--- config.mk ---
export PLATFORM = sky130hd
export DESIGN_NAME = stack_host
export DESIGN_NICKNAME = d
export VERILOG_FILES = /design/src/rtl/stack_host.sv
export SDC_FILE = /design/constraint.sdc
export NUM_CORES = 1
export LEC_CHECK = 0
export ABC_AREA = 1
export BUFFER_PORTS_ARGS = -buffer_cell sky130_fd_sc_hd__buf_2
export CAP_MARGIN = 25
export CORE_MARGIN = 1.5
export CORE_UTILIZATION = 49
export DETAILED_ROUTE_END_ITERATION = 8
export PLACE_DENSITY_LB_ADDON = 0.15
export SLEW_MARGIN = 20
export SYNTH_ARGS = -nofsm -noshare
export SYNTH_HDL_FRONTEND = slang
export SYNTH_SLANG_ARGS = --single-unit
--- constraint.sdc ---
create_clock -name clk -period 2.4 [get_ports clk]
set_input_delay 0.48 -clock clk [delete_from_list [all_inputs] [get_ports clk]]
set_output_delay 0.48 -clock clk [all_outputs]
set_load 0.01 [all_outputs]
--- src/rtl/stack_host.sv ---
// Command initiator for the pin-level LIFO stack: sequences push/pop strobes,
// mirrors occupancy and returns one response per command. Optional: STACK_HOST_TIMEOUT_EN.
module stack_host #(
    parameter int DATA_W  = 8,
    parameter int DEPTH   = 16,
    parameter int TIMEOUT = 63
) (
    input  logic                       clk,
    input  logic                       rst_n,
    input  logic                       cmd_valid,
    output logic                       cmd_ready,
    input  logic                       cmd_pop,
    input  logic [DATA_W-1:0]          cmd_data,
    output logic                       rsp_valid,
    output logic [DATA_W-1:0]          rsp_data,
    output logic                       rsp_err,
    output logic                       stk_push,
    output logic                       stk_pop,
    output logic [DATA_W-1:0]          stk_wdata,
    output logic                       stk_oe,
    input  logic [DATA_W-1:0]          stk_rdata,
    input  logic                       stk_done,
    output logic [$clog2(DEPTH+1)-1:0] depth,
    output logic                       full,
    output logic                       empty
);
    localparam int DW = $clog2(DEPTH+1);

    typedef enum logic [2:0] {IDLE, ISSUE, WAIT_BUSY, WAIT_DONE, RESP} state_t;

    state_t            state, state_nx;
    logic              op_pop;
    logic [DATA_W-1:0] op_data;
    logic              reject;
    logic              tmo_hit;

    assign full   = (depth == DW'(DEPTH));
    assign empty  = (depth == '0);
    assign reject = cmd_pop ? empty : full;

`ifdef STACK_HOST_TIMEOUT_EN
    localparam int TW = $clog2(TIMEOUT+1);
    logic [TW-1:0] tmo_cnt;

    // Counts completed wait cycles; the wait cycle that sees TIMEOUT-1 is the last one.
    assign tmo_hit = (tmo_cnt == TW'(TIMEOUT-1));

    always_ff @(posedge clk or negedge rst_n) begin
        if (!rst_n) begin
            tmo_cnt <= '0;
        end else if (state == ISSUE) begin
            tmo_cnt <= '0;
        end else if (state == WAIT_BUSY || state == WAIT_DONE) begin
            tmo_cnt <= tmo_cnt + TW'(1);
        end
    end
`else
    // Timeout disabled: never fires, waits are unbounded.
    assign tmo_hit = (TIMEOUT < 0);
`endif

    // NOTE: next state gets a default before the case so no latch is inferred.
    always_comb begin
        state_nx = state;
        case (state)
            IDLE:      if (cmd_valid) state_nx = reject ? RESP : ISSUE;
            ISSUE:     state_nx = WAIT_BUSY;
            WAIT_BUSY: if (!stk_done) state_nx = WAIT_DONE;
                       else if (tmo_hit) state_nx = RESP;
            WAIT_DONE: if (stk_done || tmo_hit) state_nx = RESP;
            RESP:      state_nx = IDLE;
            default:   state_nx = IDLE;
        endcase
    end

    always_ff @(posedge clk or negedge rst_n) begin
        if (!rst_n) begin
            state    <= IDLE;
            op_pop   <= 1'b0;
            op_data  <= '0;
            rsp_data <= '0;
            rsp_err  <= 1'b0;
            depth    <= '0;
        end else begin
            state <= state_nx;
            case (state)
                IDLE: if (cmd_valid) begin
                    op_pop  <= cmd_pop;
                    op_data <= cmd_data;
                    if (reject) begin
                        rsp_err  <= 1'b1;
                        rsp_data <= '0;
                    end
                end
                WAIT_BUSY: if (stk_done && tmo_hit) begin
                    rsp_err  <= 1'b1;
                    rsp_data <= '0;
                end
                WAIT_DONE: if (stk_done) begin
                    rsp_err  <= 1'b0;
                    rsp_data <= op_pop ? stk_rdata : '0;
                end else if (tmo_hit) begin
                    rsp_err  <= 1'b1;
                    rsp_data <= '0;
                end
                RESP: if (!rsp_err) begin
                    depth <= op_pop ? depth - DW'(1) : depth + DW'(1);
                end
                default: ;
            endcase
        end
    end

    // NOTE: strobes and bus controls decode from the registered state, so the
    // asynchronous reset releases them immediately.
    assign cmd_ready = (state == IDLE);
    assign rsp_valid = (state == RESP);
    assign stk_push  = (state == ISSUE) && !op_pop;
    assign stk_pop   = (state == ISSUE) && op_pop;
    assign stk_oe    = !op_pop && (state == ISSUE || state == WAIT_BUSY || state == WAIT_DONE);
    assign stk_wdata = stk_oe ? op_data : '0;

endmodule

==> impl_results.md <==
- Outcome: complete, no violations
- CP max FO: 16
- Synth Net Count: 208
- Overall Power: 0.002264 W
- PwrDens: 1308 nW/um^2
- Filler cell count: 260
- Largest buffer count on any clock path: 2
- Detailed Routing Iterations Pass 1: 4
- I/O Buffers: ~50
- Setup TNS: 0 ns
- Yosys top cell area share: 0.4549
- Max_cap viols: 0
- # setup viols final: 0
- Vias per cell: 5.072
- Ports: 50
- Vias in the first global route: 1213
- Peak Freq: 458.9 MHz
- Root buffer cell: clkbuf_4
- Final nets: 258
- Synthesized area: 1430 um^2
- DR WL met3: around 140 um
- Arrival @ worst endpoint: 1.70 ns
- TritonCTS Buffers: 3
- Total track usage: 0.2033
- Worst-Skew Late Latency: 0.32 ns
- Post-CTS Hold Fix Bufs: 0
- Flop and latch count out of synthesis: 26
- DRC: 0
- Final Util: 0.6279
- Final slew viol count: 0
- Gate Count Post-Synth: ~180
- Final HPWL DP: roughly 2300 um
- Worst Tran Pin Value: between 0.5 and 0.6 ns
- Antenna fix cells: 0
- DIE AREA: 3252 um^2
- Register Area: ~650 um^2
- Final hold vios: 0
- CP peak stage delay: 0.61 ns
- Avg Inst Size Synth: 7.815 um^2
- CTS tree: built
- Slew HR: 0.6221
- Leak pwr: 1.009 nW
- Design area: between 1500 and 2000 um^2
- Top delay family on crit path: flip-flops
- Dpl cell area: 1690 um^2
- Routed WL per cell: roughly 12 um
- Setup ws final: 0.2209 ns
- Met1 WL: 1322 um
- EDFF count, synth: 0
- Top post-synthesis cells by area: dfrtp_1, nand2_1, nor2_1
- Slowest cell on crit path: dfrtp_1
- Hold Crit Class: input port to async pin
- Predominant post-synthesis flop cell: dfrtp_1
- DRT iter0 DRCs: 37
- DR vias: 1334
- Sequential cell area fraction in the yosys report: 0.4549
- RSZ-0062 raised after global routing: no
- Global route overflow: 0
- Die height: 57.03 um
- YS warnings: 0
- Setup slack, reg-to-reg: 0.44 ns
- Ys async rst share: 1.000
- Core Region: around 2800 um^2
- Pin count of the biggest net entering global routing: 27
- CP Capture Type: output port
- Num rows: 19
- DR top layer: met4
- Count leader, synth: nand2_1
- Max VDD drop: 876.8 uV
- Clock Sinks: 26
- Die X: 57.03 um
- Post-CTS setup buffers: 0
- Total wire length: just over 3000 um
- Share of layout cells above drive strength 1: 0.2845
- Post-DRT Antenna Nets: 0
- Initial antenna violation count: 0
- Metal2 WL: 1551 um
- Area growth from synthesis to layout: 21.08%
- Final period util: 0.9079
- WP data required: 1.92 ns
- CTS HTree Levels: 1
- First-pass GRT wire length: about 5200 um
- Gpl congestion: between 0.8 and 0.9
- Area of the multi-input gates: 678.2 um^2
- Bufs and invs on worst path: 2
- Tmin final: approximately 2.2 ns
- Placement Setup Slack: 0.4395 ns
- Cell taking the most area after synthesis: dfrtp_1
- Critical Path Source Type: flop
- Synth unique cells: 27
- Crit Path Category: flop to output port
- Synth top cells by count: nand2_1, nor2_1, dfrtp_1
- Clock Skew: 0.003209 ns
- CTS clk-pin slew, worst paths: 0.14 ns
- Crit-path cells: nor3_2 -> inv_1 -> nor2_1 -> buf_2
- Starting Density: 0.5186
-- logic make-up (layout without fill, tap and decap cells) --
logic type,count (synthesis),in the layout,synth area share
AND/OR/NAND/NOR,109,109,0.3517
adder cells (fa/ha/maj),4,4,0.04025
buffers and inverters,26,75,0.07436
AO/OA/AOI/OAI,15,15,0.06037
XOR/XNOR,3,3,0.01838
flip-flops,26,26,0.4549
-- cell usage in the layout, fill, tap and decap left out --
cell type   n
nand3_2     2
clkbuf_8    1
nor3_2      2
fa_1        1
nand3_1    14
xnor2_1     1
clkbuf_4    3
nand3b_1    2
inv_1      20
nand2_1    44
o21ai_0     3
nand4_1     5
ha_1        3
a21oi_4     1
a21oi_1    11
nand2_4     1
nor2_4      1
buf_2      49
xor2_1      2
nand3_4     1
inv_2       2
dfrtp_1    26
nor2_2      1
nor2_1     34
or2_2       2
-- state kept, by name (all words and copies together), names as in the netlist --
name / count
op_data: 8
state: 3
depth: 5
rsp_data: 8
rsp_err: 1
op_pop: 1
-- worst paths after layout --
kind,startpoint,to,cells past startpoint
worst max-delay path,op_pop$_DFFE_PN0P_,stk_wdata[0],4
worst min-delay path,rst_n,op_data[5]$_DFFE_PN0P_,1
worst max register to register,op_pop$_DFFE_PN0P_,depth[4]$_DFFE_PN0P_,8
worst min register to register,rsp_data[3]$_DFFE_PN0P_,rsp_data[3]$_DFFE_PN0P_,2
max in group asynchronous,rst_n,rsp_data[3]$_DFFE_PN0P_,1
min in group clk,cmd_data[6],op_data[6]$_DFFE_PN0P_,3
-- area by class of cell --
type	instances	share of cell area
Timing Repair Buffer	49	0.1416
Clock buffer	4	0.02095
Inverter	22	0.04769
Multi-Input combinational cell	131	0.3916
Sequential cell	26	0.3757
Tap cell	31	0.02240
-- per-stage QoR --
stage                     instances  hold WS, ns
after floorplan                 183       0.1844
after global placement          259       0.4507
after detailed placement        259       0.4549
after CTS                       263       0.1469
after global routing            263       0.1666
final                           263       0.1264
-- repair_timing --
action | in CTS | in global routing
resized for setup | 0 | 1
setup endpoints to repair | 0 | 8
endpoints found under the hold margin | 0 | 0
-- metal layers --
layer	global-route usage	up-vias
li1	-	679
met2	0.3547	35
met3	0.02721	8
met5	0	-
met4	0.07309	0
met1	0.2589	612
-- where the power goes --
| group | total [W] | internal, W | switching, W | leakage (nW) |
|---|---|---|---|---|
| Combinational | 0.00126 | 0.000477 | 0.000779 | 0.667 |
| Sequential | 0.000784 | 0.000606 | 0.000178 | 0.321 |
| Clock | 0.000224 | 0.0000927 | 0.000132 | 0.0210 |
Note: power is estimated with default switching activity, not from simulation.
